## src/rtl/game_pkg.sv

```systemverilog
// Shared button/event definitions for the game input path: button bit
// indices, event codes, debounce FSM states and the press priority encoder.
package game_pkg;

    localparam int NUM_BTN    = 5;

    localparam int BTN_CENTER = 0;
    localparam int BTN_UP     = 1;
    localparam int BTN_DOWN   = 2;
    localparam int BTN_LEFT   = 3;
    localparam int BTN_RIGHT  = 4;

    localparam logic [2:0] EVT_CENTER = 3'd0;
    localparam logic [2:0] EVT_UP     = 3'd1;
    localparam logic [2:0] EVT_DOWN   = 3'd2;
    localparam logic [2:0] EVT_LEFT   = 3'd3;
    localparam logic [2:0] EVT_RIGHT  = 3'd4;

    typedef enum logic [1:0] {
        DB_RELEASED,
        DB_PRESS_WAIT,
        DB_HELD,
        DB_RELEASE_WAIT
    } db_state_t;

    // Lowest set index wins, so center beats up beats down and so on.
    function automatic logic [2:0] prio_code(input logic [NUM_BTN-1:0] p);
        prio_code = EVT_CENTER;
        for (int i = NUM_BTN - 1; i >= 0; i--)
            if (p[i]) prio_code = 3'(i);
    endfunction

endpackage

```

## src/rtl/btn_debounce.sv

```systemverilog
// One button: 2-FF synchroniser, debounce FSM producing a level and a
// one-cycle press pulse. AUTOREPEAT_EN adds a held-button repeat counter.
module btn_debounce
    import game_pkg::*;
#(
    parameter int DEBOUNCE_CYCLES = 834_000,
    parameter int REPEAT_DELAY    = 41_728_000,
    parameter int REPEAT_PERIOD   = 8_345_600
) (
    input  logic clk,
    input  logic rst,
    input  logic raw,
    output logic level,
    output logic press
);

    localparam int             CW       = $clog2(DEBOUNCE_CYCLES + 1);
    localparam logic [CW-1:0]  CNT_LAST = CW'(DEBOUNCE_CYCLES - 1);

    logic [1:0]    sync_q;
    logic          sync;
    db_state_t     state_q, state_d;
    logic [CW-1:0] cnt_q, cnt_d;
    logic          level_q, level_d;
    logic          press_q, press_d;
    logic          rpt_pulse;

    assign sync  = sync_q[1];
    assign level = level_q;
    assign press = press_q;

    always_ff @(posedge clk or negedge rst) begin
        if (!rst) begin
            sync_q  <= '0;
            state_q <= DB_RELEASED;
            cnt_q   <= '0;
            level_q <= 1'b0;
            press_q <= 1'b0;
        end else begin
            sync_q  <= {sync_q[0], raw};
            state_q <= state_d;
            cnt_q   <= cnt_d;
            level_q <= level_d;
            press_q <= press_d;
        end
    end

    // The cycle that leaves an idle state already counts as the first stable one.
    always_comb begin
        state_d = state_q;
        cnt_d   = cnt_q;
        level_d = level_q;
        press_d = rpt_pulse;
        case (state_q)
            DB_RELEASED: begin
                if (sync) begin
                    state_d = DB_PRESS_WAIT;
                    cnt_d   = CW'(1);
                end
            end
            DB_PRESS_WAIT: begin
                if (!sync) begin
                    state_d = DB_RELEASED;
                    cnt_d   = '0;
                end else if (cnt_q >= CNT_LAST) begin
                    state_d = DB_HELD;
                    cnt_d   = '0;
                    level_d = 1'b1;
                    press_d = 1'b1;
                end else begin
                    cnt_d = cnt_q + 1'b1;
                end
            end
            DB_HELD: begin
                if (!sync) begin
                    state_d = DB_RELEASE_WAIT;
                    cnt_d   = CW'(1);
                end
            end
            DB_RELEASE_WAIT: begin
                if (sync) begin
                    state_d = DB_HELD;
                    cnt_d   = '0;
                end else if (cnt_q >= CNT_LAST) begin
                    state_d = DB_RELEASED;
                    cnt_d   = '0;
                    level_d = 1'b0;
                end else begin
                    cnt_d = cnt_q + 1'b1;
                end
            end
            default: state_d = DB_RELEASED;
        endcase
    end

`ifdef AUTOREPEAT_EN
    localparam int RPT_MAX = (REPEAT_DELAY > REPEAT_PERIOD) ? REPEAT_DELAY : REPEAT_PERIOD;
    localparam int RW      = $clog2(RPT_MAX + 1);

    logic [RW-1:0] rpt_q, rpt_lim;
    logic          rpt_first_q;

    assign rpt_lim   = rpt_first_q ? RW'(REPEAT_DELAY - 1) : RW'(REPEAT_PERIOD - 1);
    assign rpt_pulse = (state_q == DB_HELD) && (rpt_q == rpt_lim);

    // Release-wait freezes the count so a brief bounce does not restart the delay.
    always_ff @(posedge clk or negedge rst) begin
        if (!rst) begin
            rpt_q       <= '0;
            rpt_first_q <= 1'b1;
        end else begin
            case (state_q)
                DB_HELD: begin
                    if (rpt_pulse) begin
                        rpt_q       <= '0;
                        rpt_first_q <= 1'b0;
                    end else begin
                        rpt_q <= rpt_q + 1'b1;
                    end
                end
                DB_RELEASE_WAIT: ;
                default: begin
                    rpt_q       <= '0;
                    rpt_first_q <= 1'b1;
                end
            endcase
        end
    end
`else
    logic unused_rpt;
    assign unused_rpt = ^{REPEAT_DELAY, REPEAT_PERIOD};
    assign rpt_pulse  = 1'b0;
`endif

endmodule

```

## src/rtl/button_event_encoder.sv

```systemverilog
// Five debounced buttons -> prioritised 3-bit press events in a FWFT FIFO
// drained by valid/ready. Optional auto-repeat via `define AUTOREPEAT_EN.
module button_event_encoder
    import game_pkg::*;
#(
    parameter int DEBOUNCE_CYCLES = 834_000,
    parameter int FIFO_DEPTH      = 4,
    parameter int REPEAT_DELAY    = 41_728_000,
    parameter int REPEAT_PERIOD   = 8_345_600
) (
    input  logic               clk,
    input  logic               rst,
    input  logic [NUM_BTN-1:0] btn_raw,
    output logic               evt_valid,
    output logic [2:0]         evt_code,
    input  logic               evt_ready,
    output logic [NUM_BTN-1:0] btn_level,
    output logic               ovf,
    input  logic               ovf_clr
);

    localparam int AW = $clog2(FIFO_DEPTH);

    logic [NUM_BTN-1:0] press;
    logic [NUM_BTN-1:0] pend_q, pend_clr;
    logic               push_req, push_ok, drop, pop, full;
    logic [2:0]         push_code;
    logic [AW:0]        wptr_q, rptr_q, count;
    logic [2:0]         mem [FIFO_DEPTH];
    logic               ovf_q;

    btn_debounce #(
        .DEBOUNCE_CYCLES (DEBOUNCE_CYCLES),
        .REPEAT_DELAY    (REPEAT_DELAY),
        .REPEAT_PERIOD   (REPEAT_PERIOD)
    ) u_db [NUM_BTN-1:0] (
        .clk   (clk),
        .rst   (rst),
        .raw   (btn_raw),
        .level (btn_level),
        .press (press)
    );

    // Isolate the lowest set bit: that is the highest-priority pending press.
    assign pend_clr  = pend_q & (~pend_q + 1'b1);
    assign push_req  = |pend_q;
    assign push_code = prio_code(pend_q);

    assign count     = wptr_q - rptr_q;
    assign full      = (count == (AW+1)'(FIFO_DEPTH));
    assign evt_valid = (wptr_q != rptr_q);
    assign pop       = evt_valid & evt_ready;
    assign push_ok   = push_req & (~full | pop);
    assign drop      = push_req & full & ~pop;
    assign evt_code  = evt_valid ? mem[rptr_q[AW-1:0]] : EVT_CENTER;
    assign ovf       = ovf_q;

    always_ff @(posedge clk or negedge rst) begin
        if (!rst) begin
            pend_q <= '0;
            wptr_q <= '0;
            rptr_q <= '0;
            ovf_q  <= 1'b0;
        end else begin
            pend_q <= (pend_q & ~pend_clr) | press;
            if (push_ok) wptr_q <= wptr_q + 1'b1;
            if (pop)     rptr_q <= rptr_q + 1'b1;
            if (drop)         ovf_q <= 1'b1;
            else if (ovf_clr) ovf_q <= 1'b0;
        end
    end

    // On push-to-full with pop, the written slot is the one being read out this cycle.
    always_ff @(posedge clk) begin
        if (push_ok) mem[wptr_q[AW-1:0]] <= push_code;
    end

endmodule
```

## config.mk

```make
export PLATFORM = sky130hd
export DESIGN_NAME = button_event_encoder
export DESIGN_NICKNAME = d
export VERILOG_FILES = /design/src/rtl/game_pkg.sv /design/src/rtl/btn_debounce.sv /design/src/rtl/button_event_encoder.sv
export SDC_FILE = /design/constraint.sdc
export NUM_CORES = 1
export LEC_CHECK = 0
export CORE_UTILIZATION = 43
export DETAILED_ROUTE_END_ITERATION = 12
export PLACE_DENSITY = 0.58
export SLEW_MARGIN = 20
export SYNTH_ARGS = -nofsm -noshare
export SYNTH_HDL_FRONTEND = slang
export SYNTH_SLANG_ARGS = --single-unit
```

## constraint.sdc

```tcl
create_clock -name clk -period 2.1 [get_ports clk]
set_input_delay 0.63 -clock clk [delete_from_list [all_inputs] [get_ports clk]]
set_output_delay 0.63 -clock clk [all_outputs]
set_load 0.005 [all_outputs]
```

== After elaboration in Yosys (flattened, before gate mapping) ==
Memory sizes are Yosys's and may differ from the RTL's.
Cells that the tools add are included.
Word-level totals
  flip-flop bits (word level): 142
  RAM bits: 12
  bits of input ports: 9
  output and inout bits: 10
  word-level logic and storage cells: 255
  memories: 1
Operators by class
  $add $sub $neg: 9
  magnitude comparators: 5
  eq/ne operators: 57
  muxes and demuxes: 115
  bitwise operators: 12
  reduce and logical (&&, ||, !) cells: 27
Memory list
  mem: depth 4, width 3, read ports 1, clocked after Yosys merged registers in 0, wr ports 1, RTL line button_event_encoder.sv:29  | logic [2:0] mem [FIFO_DEPTH];
Operators with widths (number)
  20-bit 2-to-1 mux: 25
  20-bit case mux with 4 select lines: 5
  20-bit by 1-bit adder with 20-bit output (second input constant): 5
  20-bit greater-or-equal comparator (second input constant): 5
  2-bit 2-to-1 mux: 30
  2-bit by 1-bit inequality test with 1-bit output (second input constant): 20
  2-bit case mux with 4 select lines: 5
  1-bit 2-to-1 mux: 39
  5-bit AND reduction: 5
  2-bit equality test (second input constant): 10
  2-bit inequality test (second input constant): 10
  4-bit AND reduction: 5
  3-bit 2-to-1 mux: 6
  3-bit by 1-bit inequality test with 1-bit output (second input constant): 5
  3-bit inequality test (second input constant): 5
  2-bit nonzero test: 6
  5-bit bitwise AND: 2
  2-bit by 1-bit equality test with 1-bit output (second input constant): 5
  2-bit zero test: 5
  5-bit NOT: 2
  1-bit case mux with 2 select lines: 5
  2-bit AND reduction: 5
  3-bit by 1-bit adder with 3-bit output (second input constant): 2
  5-bit by 1-bit adder with 5-bit output (second input constant): 1
  other kinds (8): 12

== Depth between registers and ports, before layout ==
Gate-level depths: netlist of run 1.
  depth after elaboration: 7
  gate-level depth with buffers: 8
  depth with buffers taken out: 7

== By module ==
A second synthesis of run 1 with hierarchy kept.
Second synthesis, totals
  cells, all modules: 830
  area, all modules: 8241.7 sq um
By module, submodules not included
  btn_debounce (u_db[1] ...): instances 4, cells an instance 150, area an instance 1425.1 sq um, seq. area each 650.6 sq um
  btn_debounce (u_db[0]): instances 1, cells an instance 146, area an instance 1400.1 sq um, seq. area each 650.6 sq um
  button_event_encoder: instances 1, cells an instance 84, area an instance 1141.1 sq um, seq. area each 660.6 sq um

== Worst setup path before layout of run 1 ==
OpenSTA, ideal clock, no wires.
  path type: reg-to-reg
  start: reg u_db[3].cnt_q[0]
  end: reg u_db[3].cnt_q[18]
  library setup time: 0.082 ns
  arrival: 1.765 ns
  data required time: 2.018 ns
  setup slack: 0.253 ns
  stages on the path, launching flop included: 9
  buffers on the path: 2
  period minus slack after synthesis: 1.847 ns
  path through: dfrtp_1 > ha_1 > a311oi_1 > o21ai_0 > a21oi_2 > buf_4 > buf_6 > a31oi_1 > a31oi_1
On the way
  longest elaborated chain between the ends: 4
  elaborated cells on any way between the ends: 6
  those cells by class: 1 x add/sub; 1 x order compare; 4 x mux
RTL lines
  from (decl): RTL line btn_debounce.sv:23  | logic [CW-1:0] cnt_q, cnt_d;
  from (signal assigned): RTL line btn_debounce.sv:42  | cnt_q <= cnt_d;
  20-bit by 1-bit adder with 20-bit output / 20-bit greater-or-equal comparator (equally long branches)
  20-bit 2-to-1 mux *: RTL line btn_debounce.sv:65, btn_debounce.sv:84
  20-bit 2-to-1 mux, on equally long branches: RTL line btn_debounce.sv:81, btn_debounce.sv:62
  20-bit case mux with 4 select lines *: RTL line btn_debounce.sv:54  | case (state_q)
Every way passes the cells marked *; elsewhere a longest branch is shown, timed or not.
A chain may end at the register's enable or synchronous reset.

== Worst setup path in the final report of run 1 ==
  start: reg rptr_q[0]
  end: out evt_code[1]
On the way
  longest elaborated chain between the ends: 2
  elaborated cells on any way between the ends: 3
  those cells by class: 1 x eq/ne; 1 x mux; 1 x memory
RTL lines
  from (decl): RTL line button_event_encoder.sv:28  | logic [AW:0] wptr_q, rptr_q, count;
  from (signal assigned): RTL line button_event_encoder.sv:67  | if (pop) rptr_q <= rptr_q + 1'b1;
  memory read 4 x 3 bit / 3-bit inequality test (equally long branches)
  3-bit 2-to-1 mux *: RTL line button_event_encoder.sv:55  | assign evt_code = evt_valid ? mem[rptr_q[AW-1:0]] : EVT_CENTER;
  to (decl): RTL line button_event_encoder.sv:15  | output logic [2:0] evt_code,
Marked as above.

==> results of run 1 <==
[cell families after synthesis]
group | Yosys count | synth area share [%]
xor gates and xnor gates | 10 | 1.29
buffers and inverters | 66 | 4.13
adders and majority gates | 12 | 1.89
muxes | 8 | 1.51
and+or+nand+nor | 326 | 21.7
DFF | 154 | 49.3
AOI/OAI and AO/OA | 243 | 20.2
[layer usage]
layer | GRT usage [%] | vias to the layer above
met2 | 31.0 | 115
met5 | 0 | -
li1 | - | 3171
met4 | 5.98 | 0
met3 | 3.97 | 15
met1 | 27.1 | 3187
[registers in the layout, summed over array words and instances, names as in the netlist, 5 cells and up, named ones only]
name / flops
mem: 12
pend_q: 5
u_db.cnt_q: 100
u_db.level: 5
u_db.press: 5
u_db.state_q: 5
u_db.sync_q: 10
[what timing repair did]
| item | 4_1_cts | 5_1_grt |
|---|---|---|
| endpoints found under the setup margin | 4 | 15 |
| resized for setup | 24 | 8 |
| buffers inserted | 6 | 2 |
| gates cloned | 0 | 1 |
| pin swaps | 5 | 1 |
[worst paths after layout]
check	cells after the start	from	slack, ns	end
setup / recovery	4	rptr_q[0]	-0.26	evt_code[1]
hold / removal	1	rst	0.14	u_db[3].cnt_q[18]
setup reg to reg	7	u_db[3].cnt_q[1]	0.12	u_db[3].cnt_q[4]
hold reg to reg	0	u_db[4].sync_q[0]	0.35	u_db[4].sync_q[1]
max in group asynchronous	2	rst	1.38	asynchronous set/reset pin
min in group clk	0	u_db[4].sync_q[0]	0.35	u_db[4].sync_q[1]
[area by class of cell]
cell class              instances  area share [%]
clock buffers                  26            4.97
repair buffers                 68            7.20
well taps                     229            3.10
flip-flops and latches        154            42.3
inverters                      29            1.18
clock inverters                 4           0.758
multi-input cells             599            40.5
[critical path: stages, from the launching register on]
cell and delay, ns:
dfrtp_2 0.44, buf_6 0.12, mux4_2 0.49, and2_4 0.15, buf_6 0.10
[metrics by stage]
step           setup slack, ns  instances  utilization [%]
2_1_floorplan            0.253        819                -
3_3_place_gp            -0.148       1070             47.6
3_5_place_dp            -0.226       1070             47.6
4_1_cts                 -0.285       1106             51.0
5_1_grt                 -0.319       1109             51.3
6_report                -0.255       1109             51.3
[cells in the final DEF (no fill, tap or decap), types with 10 or more instances in the layout]
cell type          n
nand4_1           24
nand2_1           90
edfxtp_1          12
ha_1              10
a41oi_1           17
and3_1            21
clkbuf_16         18
and2_1            11
o21ai_0           29
a31oi_1           76
a21oi_1           50
nor2_1            43
nand3_1           53
clkdlybuf4s50_1   13
buf_4             39
dfrtp_1          141
nand2b_1          13
nor3_1            14
inv_1             28
[power groups by stage]
stage / Sequential, mW / Clock, mW / Combinational (mW)
6_report: 3.35 / 2.86 / 0.840
3_5_place_dp: 3.40 / 0 / 0.673
2_1_floorplan: 3.34 / 0 / 0.452
4_1_cts: 3.35 / 2.94 / 0.822
5_1_grt: 3.38 / 3.08 / 0.929
3_3_place_gp: 3.39 / 0 / 0.645
==> qor.yml, run 1 <==
grt:
  first_global_vias: 6172
  grt_usage_pct: 19.6
  antenna_found_initial: 0
  grt_overflow: 0
  grt_pass1_wl_um: 29400
  grt_max_degree: 43
drt:
  first_pass_iters: 4
  highest_layer: "met4"
  drtIter0Drc: 428
  drt-met1-wl_um: 8170
  post_drt_wl_per_cell_um: 15.5
  viasPerCell: 5.85
  drcViolationCount: 0
  routed-wl-met2_um: 8250
  wl_um: 17200
  wl_met3_um: 599
  vias: 6488
  drt.antenna.violating_nets: 0
pwr:
  leakage_nw: 3.95
  clkPwrFrac_pct: 40.5
  swShare_pct: 24.7
  vdd_ir_drop_max_mv: 0.626
  power.switching_mw: 1.74
  p_int_mw: 5.31
  power_frac_seq_pct: 47.6
  finalPower_mw: 7.05
  powerDensity_nw_per_um2: 762
  comb_power_share_pct: 11.9
synth:
  async_reset_ff_share_pct: 92.2
  synth_edf_count: 12
  ys.flop_type: "dfrtp_1"
  yosysWarnings: 0
  synth_common_cells: "142 x dfrtp_1, 90 x nand2_1, 76 x a31oi_1"
  yosysMostFrequentCell: "dfrtp_1"
  synth_cell_types: 65
  yosys-top-cells-area: "dfrtp_1 45%, a31oi_1 6.0%, edfxtp_1 4.5%"
  syn_nets: 840
  netlist_instances: 819
  syn-cell-area_um2: 7930
  synth.largest_area_cell: "dfrtp_1"
  yosysSeqAreaShare_pct: 49.3
  synth_top_area_share_pct: 44.8
  ys_ff_latch: 154
  syn_area_per_cell_um2: 9.69
layout:
  final_nets: 890
  regArea_um2: 3920
  final_area_um2: 9250
  multi_input_comb_area_um2: 3740
  antennaDiodeCount: 0
  fill_cells: 1654
  drive_gt1_share_pct: 12.5
  areaGrowthSynthToFinish_pct: 16.6
clock_network:
  hold_buffers: 0
  cts_tree: "yes"
  clock_path_buffers: 2
  clock_latency_ns: 0.41
  clock_sinks: 154
  cts_buffers: 17
  cts_root_buffer: "clkbuf_16"
  htree_levels: 4
  clk_pin_slew_ns: 0.06
timing:
  rsz0062_at_grt: "true"
  setup_slack_ns: -0.255
  fin_hold_ws_ns: 0.145
  slew_violations: 0
  finClkSkew_ns: 0.00824
  period_needed_ns: 2.36
  worst_pin_slew_ns: 0.685
  fin_crit_sh_pct: 112
  hold_viol: 0
  setup_tns_ns: -0.718
  max_freq_ghz: 0.425
  setup_violations: 3
  slew_headroom_pct: 54.2
placement:
  port_buffers: 18
  hpwl_um: 11300
  dpl_cell_area_um2: 8580
  place.gp.congestion: 0.816
worst_setup_path:
  path_class: "flop to primary output"
  critPathMaxFanout: 5
  start_kind: "flop"
  crit_required_ns: 1.47
  end_kind: "primary output"
  worstPathArrival_ns: 1.73
die:
  die_y_um: 138
  dieWidth_um: 138
  rows: 49
  die_area_um2: 19000
  initial_utilization_pct: 44.0
  core_area_um2: 18000
  io_pins: 19
min_path:
  holdCritPathClass: "primary input to asynchronous set/reset pin"
job:
  max-cap-violations: 0
outcome:
  failed_checks: "negative setup slack"
  outcome: "finished with violations"
(Power assumes the default switching activity.)
==> run 2: changes to the inputs <==
--- a/config.mk
+++ b/config.mk
@@ -6,6 +6,7 @@
 export NUM_CORES = 1
 export LEC_CHECK = 0
 export CORE_UTILIZATION = 43
+export CTS_CLUSTER_DIAMETER = 60
 export DETAILED_ROUTE_END_ITERATION = 12
 export PLACE_DENSITY = 0.58
 export SLEW_MARGIN = 20
==> results of run 2 <==
Final layout, timing and power as in run 1 (identical DEF).
